`src/rtl/nibble_sub_seq.sv`:
```
// nibble_sub_seq: sequential N-bit subtractor (A-B) working one nibble per clock; ports clk, rst_n (sync active-low), start, A, B in; busy, done, D, B_out (unsigned borrow), Ofl (signed overflow), Z (zero) out.
module nibble_sub_seq #(
  parameter int N = 16
) (
  input  logic         clk,
  input  logic         rst_n,
  input  logic         start,
  input  logic [N-1:0] A,
  input  logic [N-1:0] B,
  output logic         busy,
  output logic         done,
  output logic [N-1:0] D,
  output logic         B_out,
  output logic         Ofl,
  output logic         Z
);
  localparam int NN = N / 4;
  localparam int CW = NN > 1 ? $clog2(NN) : 1;
  typedef enum logic [1:0] {IDLE, RUN, DONE} state_t;
  state_t       state;
  logic [CW-1:0] cnt;
  logic         carry;
  logic [N-1:0] a_r, b_r, d_next;
  logic [4:0]   sum;
  logic         last;
  always_comb begin
    sum = {1'b0, a_r[4*cnt +: 4]} + {1'b0, ~b_r[4*cnt +: 4]} + {4'b0, carry};
    d_next = D;
    d_next[4*cnt +: 4] = sum[3:0];
    last = cnt == CW'(NN - 1);
  end
  always_ff @(posedge clk) begin
    if (!rst_n) begin
      state <= IDLE;
      cnt   <= '0;
      carry <= 1'b0;
      busy  <= 1'b0;
      done  <= 1'b0;
      D     <= '0;
      B_out <= 1'b0;
      Ofl   <= 1'b0;
      Z     <= 1'b0;
      a_r   <= '0;
      b_r   <= '0;
    end else if (state == RUN) begin
      D     <= d_next;
      carry <= sum[4];
      cnt   <= cnt + 1'b1;
      if (last) begin
        B_out <= ~sum[4];
        Ofl   <= (a_r[N-1] != b_r[N-1]) && (sum[3] != a_r[N-1]);
        Z     <= d_next == '0;
        state <= DONE;
        busy  <= 1'b0;
        done  <= 1'b1;
      end
    end else if (start) begin
      a_r   <= A;
      b_r   <= B;
      D     <= '0;
      B_out <= 1'b0;
      Ofl   <= 1'b0;
      Z     <= 1'b0;
      cnt   <= '0;
      carry <= 1'b1;
      state <= RUN;
      busy  <= 1'b1;
      done  <= 1'b0;
    end else begin
      state <= IDLE;
      done  <= 1'b0;
    end
  end
endmodule

```
`config.mk`:
```
export PLATFORM = sky130hd
export DESIGN_NAME = nibble_sub_seq
export DESIGN_NICKNAME = d
export VERILOG_FILES = /design/src/rtl/nibble_sub_seq.sv
export SDC_FILE = /design/constraint.sdc
export NUM_CORES = 1
export LEC_CHECK = 0
export CORE_ASPECT_RATIO = 1.5
export CORE_MARGIN = 10
export CORE_UTILIZATION = 55
export CTS_BUF_LIST = sky130_fd_sc_hd__clkbuf_4 sky130_fd_sc_hd__clkbuf_8
export CTS_CLUSTER_DIAMETER = 150
export DETAILED_ROUTE_END_ITERATION = 10
export DONT_BUFFER_PORTS = 1
export GPL_TIMING_DRIVEN = 0
export MAX_ROUTING_LAYER = met4
export PLACE_DENSITY = 0.74
export SYNTH_ARGS = -nofsm -noshare
export SYNTH_HDL_FRONTEND = slang
export SYNTH_SLANG_ARGS = --single-unit
```
`constraint.sdc`:
```
create_clock -name clk -period 3 [get_ports clk]
set_clock_uncertainty 0.05 [all_clocks]
set_input_delay 0.3 -clock clk [delete_from_list [all_inputs] [get_ports clk]]
set_output_delay 0.3 -clock clk [all_outputs]
set_load 0.02 [all_outputs]
```
* Word-level counts from Yosys, hierarchy flattened *
Cells that the tools add are included.

word-level totals
  register bits = 58
  input bits = 35
  output and inout port bits = 21
  logic and storage cells = 52

cells by class
  add/sub/neg operators = 4
  eq/ne operators = 5
  shift operators = 4
  mux-type cells = 19
  bitwise logic cells = 3
  reductions and logical operators = 6

operators with widths
  operator                 count
  $neg 4->34               1
  $shift 4x34->16 const A  1
  $shiftx 4x34->16         1
  $mux 16                  2
  $shiftx 16x5->4          2
  $bwmux 16                1
  $logic_not 16->1         1
  $mux 1                   12
  $mux 2                   4
  $reduce_and 2->1         3
  $add 4x4->5              1
  $add 5x1->5              1
  $not 4->4                1
  $add 2x1->2 const B      1
  $eq 2x1->1 const B       1
  $eq 2x2->1 const B       1
  $ne 1x1->1               2
  $ne 2x2->1 const B       1
  $not 1->1                2
  $reduce_bool 2->1        1
  $logic_and 1x1->1        1

* Logic depth before layout (Yosys ltp) *
Gate-level depths: netlist of the first run.

  word-level depth = 9
  gate-level depth with buffers = 11
  depth with buffers taken out = 10

* Worst setup path before layout of the first run *
OpenSTA, ideal clock, no wires.

  kind = flip-flop to flip-flop
  from = reg cnt[0]
  to = reg Z
  arrival time = 3.091 ns
  data required time = 2.880 ns
  path slack = -0.211 ns
  stages on the path, launching flop included = 12
  clock period less this slack = 3.211 ns
  cell sequence = dfxtp_1 -> buf_6 -> buf_2 -> mux4_2 -> fa_1 -> inv_1 -> fa_1 -> nor2b_1 -> nor4b_1 -> or4_4 -> nor4_2 -> o2bb2ai_1

between the ends
  cells in the longest elaborated chain, start to end = 9
  elaborated cells between the ends (all ways) = 15
  classes of those cells = add/sub (3); eq/ne (2); shift (4); mux (3); bitwise (1); reduce/logical (2)

RTL lines
  what                    line  RTL
  from (decl)             21    logic [CW-1:0] cnt;
  from (signal assigned)  48    cnt <= cnt + 1'b1;
  $shiftx 16x5->4         27    sum = {1'b0, a_r[4*cnt +: 4]} + {1'b0, ~b_r[4*cnt +: 4]} + {4'b0, carry};
  $not 4->4               27
  $add 4x4->5             27
  $add 5x1->5             27
  $shiftx 4x34->16        29    d_next[4*cnt +: 4] = sum[3:0];
  $bwmux 16               29
  $logic_not 16->1        52    Z <= d_next == '0;
  $mux 1                  49    if (last) begin
  $mux 1                  45    end else if (state == RUN) begin
  to (signal assigned)    42    Z <= 1'b0;
  to (signal assigned)    52
  to (signal assigned)    63    Z <= 1'b0;
  to (decl)               15    output logic Z

Several ways; a longest one is shown, not always the timed one. The select of a mux whose other input is x is not followed.
A chain may end at the register's enable or synchronous reset.

* Worst setup path after layout of the first run *
Ends and elaborated chain as after synthesis.

==> results of run 1 <==
[worst max-delay path: stages (launching register included)]
cell	delay [ns]
dfxtp_4	0.37
buf_8	0.11
buf_12	0.13
mux4_2	0.52
fa_2	0.36
inv_2	0.07
fa_2	0.46
nor2b_2	0.13
nor4b_1	0.06
or4_4	0.53
nor4_4	0.16
o2bb2ai_1	0.14
[power by group]
group	total [uW]	internal (uW)	switching [uW]
sequential	837	807	29.9
clock	640	344	296
combinational	292	128	164
[placed cells by master (no fill, tap or decap), drive strengths merged, types with 5 or more instances in the layout]
| cell type | count |
|---|---|
| nand2 | 73 |
| buf | 13 |
| clkbuf | 20 |
| o21ai | 5 |
| inv | 14 |
| mux4 | 8 |
| dfxtp | 58 |
| a22o | 9 |
| nor4 | 5 |
| a21oi | 8 |
| nor2 | 8 |
| nor2b | 8 |
| ha | 9 |
| a21boi | 32 |
[timing repair]
item / in CTS / in global routing
cloned: 0 / 0
resized for setup: 7 / 2
setup endpoints to repair: 1 / 3
pin swaps: 1 / 0
buffers inserted: 3 / 0
[stage by stage]
step / setup TNS [ns] / setup slack, ns / power [uW] / hold slack [ns] / utilization
floorplan: -0.0403 / -0.0403 / 1050 / 0.389 / -
global placement: -0.374 / -0.374 / 1120 / 0.396 / 0.586
detailed placement: -0.332 / -0.332 / 1120 / 0.403 / 0.586
CTS: -0.168 / -0.168 / 1770 / 0.0394 / 0.632
global route: -0.240 / -0.240 / 1850 / 0.0443 / 0.634
finish: -0.163 / -0.163 / 1770 / 0.0413 / 0.634
[cell usage after synthesis, drive strengths merged]
master	instances
a32o	2
inv	14
ha	9
xor2	1
nor4	5
o31ai	1
o2bb2ai	4
or3	1
fa	2
nand2b	1
a41oi	1
nand4	1
a22o	9
a31oi	1
o22ai	1
a2bb2o	1
nand3b	4
nand3	2
a21o	1
or4	1
a21oi	8
mux2i	3
buf	10
nor4b	1
o21ai	5
nand2	73
mux4	8
nor2	8
a211o	1
o311a	1
and2	2
a21boi	32
dfxtp	58
nor3	4
clkbuf	8
xnor2	1
nor2b	8
o221ai	1
and3	1
nor3b	1
o21a	3
[registers in the layout, summed over array words and instances (netlist names), 2 cells and up]
signal / count
a_r: 16
b_r: 16
cnt: 2
state: 2
D: 16
[metal layers]
| layer | routed length [um] | GRT usage |
|---|---|---|
| met4 | 196 | 0.0942 |
| met5 | 0 | - |
| met3 | 326 | 0.0560 |
| met1 | 2560 | 0.170 |
| met2 | 3590 | 0.304 |
[cells by family (layout without fill, tap and decap cells)]
group                    after synthesis  count (layout)  synth area share
XOR/XNOR                               2               2           0.00637
AND/OR/NAND/NOR                      113             113             0.188
flip-flops                            58              58             0.422
multiplexers                          11              11            0.0819
adder cells (fa/ha/maj)               11              11            0.0555
buffers and inverters                 32              50            0.0510
AO/OA/AOI/OAI                         72              72             0.195
[layout make-up]
type                            count  area [um2]
Fill cell                         424        1770
Multi-Input combinational cell    209        1470
Sequential cell                    58        1160
Clock buffer                       12         159
Buffer                             18         108
Tap cell                           66        82.6
Inverter                           14        52.6
Timing Repair Buffer                3        22.5
Clock inverter                      3        15.0
[final timing paths]
kind | start | endpoint | cells past startpoint
max | cnt[0] | Z | 11
min | B[3] | b_r[3] | 2
max reg2reg | cnt[0] | Z | 11
min reg2reg | a_r[4] | a_r[4] | 2
==> out/qor.csv, run 1 <==
metric,value,unit
violations,setup timing,
arrival,3.39,ns
maxCapViolCount,0,
synth_fp_nets,345,
finalWirelength,6.67,mm
syn_inst,299,
initial_utilization,0.567,
fin_cells,383,
n_antenna_cell,0,
hp-class,in2reg,
grt_util_all_layers,0.176,
fin_area,0.00308,mm2
hold_viol,0,
hpwl,5.04,mm
leakage,0.00121,uW
die_area,0.00828,mm2
numPortBuffers,0,
antenna_found_initial,0,
clk_latency,0.35,ns
slew-limit-headroom,0.672,
grt_overflow_total,0,
drc,0,
syn_to_final_growth,11.9,%
antenna_left,0,
htreeDepth,3,
grt_pass1_vias,2185,
placeableCoreArea,0.00485,mm2
viasPerCell,5.63,
setup_ws,-0.163,ns
regToRegSetupSlack,-0.16,ns
startpoint_type,flip-flop,
postCtsHoldBufs,0,
crit_type,reg2reg,
finalSetupViolations,1,
wl_per_cell,17.4,um
worst_pin_slew,0.487,ns
synth_top_area_share,0.422,
initialDrtViolationCount,126,
clock-sinks,58,
netlist_top_cells_area,"dfxtp_1 42%, nand2_1 10%, a21boi_0 8.7%",
place_area,0.00284,mm2
place_congestion,0.968,
ir_drop,434,uV
cts_root_buf,clkbuf_8,
seq_area_frac_synth,0.422,
yosysWarningCount,0,
fin_nets,359,
die_w,77.7,um
synth_seq_cells,58,
clk_pin_slew,0.06,ns
cts_buffer_depth,2,
vias,2155,
yosysTopAreaCell,dfxtp_1,
cts_tree,done,
drive_above_1_share,0.126,
placedCellCount,365,
min_period,3.16,ns
pin_count,56,
period_share,1.05,
crit_fanout,10,
power_density,575,mW/mm2
rsz0062_at_grt,true,
status,finished with violations,
synth_cell_types,46,
avgSynthCellArea,9.19,um2
max_freq,0.316,GHz
grt_max_degree,11,
drtPass1Iterations,4,
endpoint_kind,flip-flop,
cts_inserted_buffers,9,
drv_slew,0,
cp_data_required_time,3.22,ns
die_y,107,um
std_cell_rows,31,
grt_pass1_wl,11.0,mm
syn-cell-area,0.00275,mm2
(Power assumes the default switching activity.)
==> run 2: changes to the inputs <==
==> constraint.sdc (replaced) <==
create_clock -name clk -period 2.6 [get_ports clk]
set_clock_uncertainty 0.05 [all_clocks]
set_input_delay 0.26 -clock clk [delete_from_list [all_inputs] [get_ports clk]]
set_output_delay 0.26 -clock clk [all_outputs]
set_load 0.02 [all_outputs]
==> run 2 against run 1 <==
- critical path type unchanged
- via count rose by 5.6%
- combinational power grew 54%
- die area is the same
- first-iteration DRC count up 7.1%
- register-to-register slack worse by 0.28 ns
- the flow still finishes with violations (setup timing)
==> out/qor.csv, run 2 (synthesized netlist as in run 1, its figures left out) <==
metric,value,unit,change
numPortBuffers,0,,unchanged
vias,2275,,+5.6%
endpoint_kind,flip-flop,,
initialDrtViolationCount,135,,+7.1%
violations,setup timing,,
placedCellCount,365,,unchanged
grt_pass1_wl,11.7,mm,+5.6%
htreeDepth,3,,unchanged
drive_above_1_share,0.173,,+0.0465
fillCellCount,399,,-5.9%
wl_per_cell,18.0,um,+3.2%
power.total,2150,uW,+22%
ir_drop,511,uV,+18%
cts_root_buf,clkbuf_8,,
cts_inserted_buffers,9,,unchanged
hold_viol,0,,unchanged
crit_slowest_cell,mux4_2,,
pin_count,56,,unchanged
most-common-layout-cells,"73 x nand2_1, 57 x dfxtp_1, 32 x a21boi_0",,
drtPass1Iterations,4,,unchanged
n_antenna_cell,0,,unchanged
clk_latency,0.34,ns,about the same
placeableCoreArea,0.00485,mm2,unchanged
finalWirelength,7.12,mm,+6.7%
crit_type,reg2reg,,
fin_cells,396,,+3.4%
cpPeakStageDelay,0.51,ns,-0.02 ns
arrival,3.26,ns,-0.13 ns
crit_fanout,4,,-6
hp-class,in2reg,,
initial_utilization,0.567,,unchanged
clk_pin_slew,0.06,ns,about the same
leakage,0.00127,uW,+5.4%
min_period,3.05,ns,-0.116 ns
max_freq,0.328,GHz,+3.8%
largestRegisters,"D: 16 flops, a_r: 16 flops, b_r: 16 flops",,
setup_ws,-0.448,ns,-0.284 ns
multi_input_area,0.00150,mm2,+1.6%
die_area,0.00828,mm2,unchanged
maxCapViolCount,0,,unchanged
grt_pass1_vias,2263,,+3.6%
die_y,107,um,unchanged
cp_data_required_time,2.82,ns,-0.40 ns
mostFrequentLayoutCell,nand2_1,,
place_congestion,0.968,,unchanged
grt_util_all_layers,0.185,,+0.00933
rsz0062_at_grt,true,,
cts_buffer_depth,2,,unchanged
period_share,1.17,,+0.118
std_cell_rows,31,,unchanged
path_cells,"buf_12, mux4_2, fa_2, inv_2, fa_2, buf_6, buf_6, a41oi_2, o31ai_1, nor4_4, o2bb2ai_1",,
drv_slew,0,,unchanged
fin_nets,372,,+3.6%
cts_tree,done,,
regToRegSetupSlack,-0.45,ns,-0.28 ns
path_delay_family,adder cells,,
grt_overflow_total,0,,unchanged
clock-sinks,58,,unchanged
hpwl,5.04,mm,unchanged
drc,0,,unchanged
antenna_found_initial,0,,unchanged
path_buf_inv,4,,+1
finalSetupViolations,7,,+6
grt_max_degree,11,,unchanged
slew-limit-headroom,0.655,,-0.0173
regArea,0.00116,mm2,unchanged
die_w,77.7,um,unchanged
viasPerCell,5.74,,+2.1%
status,finished with violations,,
antenna_left,0,,unchanged
syn_to_final_growth,16.8,%,
startpoint_type,flip-flop,,
worst_pin_slew,0.513,ns,+0.0256 ns
power_density,670,mW/mm2,+17%
==> run 2: layout make-up <==
type,instances,area share
buffer,17,0.0296
clock buffer,12,0.0495
clock inverter,3,0.00467
inverter,14,0.0164
multi-input combinational,209,0.466
sequential,58,0.363
tap,66,0.0257
timing repair buffer,17,0.0460
==> run 2: final timing paths <==
path,from,endpoint,cells past startpoint
worst max register to register,cnt[0],Z,11
worst min-delay path,B[9],b_r[9],2
worst max-delay path,cnt[0],Z,11
worst min register to register,b_r[10],b_r[10],2
==> run 2: stage by stage <==
stage | area (um2) | hold slack (ns) | setup TNS, ns | setup slack (ns) | util
after CTS | 3200 | 0.000958 | -1.11 | -0.498 | 0.660
after floorplan | 2760 | 0.355 | -0.445 | -0.440 | -
after detailed placement | 2840 | 0.363 | -3.33 | -0.732 | 0.586
after global routing | 3210 | 0.00738 | -2.04 | -0.501 | 0.662
final | 3210 | 0.00999 | -1.06 | -0.448 | 0.662
after global placement | 2840 | 0.357 | -3.30 | -0.774 | 0.586
==> run 2: report_power, final <==
group / switching [uW] / internal, uW / total (uW)
logic: 224 / 225 / 449
clock network: 340 / 398 / 737
registers: 35.0 / 931 / 966
total: 599 / 1550 / 2150
==> run 2: layer usage <==
layer	track usage	up-vias	share of wire
li1	-	1096	-
met1	0.180	1073	0.37
met2	0.315	82	0.54
met3	0.0510	24	0.056
met4	0.122	0	0.041
met5	-	-	0
==> run 2: what timing repair did <==
action                     4_1_cts  5_1_grt
pin swaps                        6        1
buffers inserted                13        3
resized for setup               19        2
setup endpoints to repair       14       16
hold buffers                     2        0
hold endpoints to repair         2        0
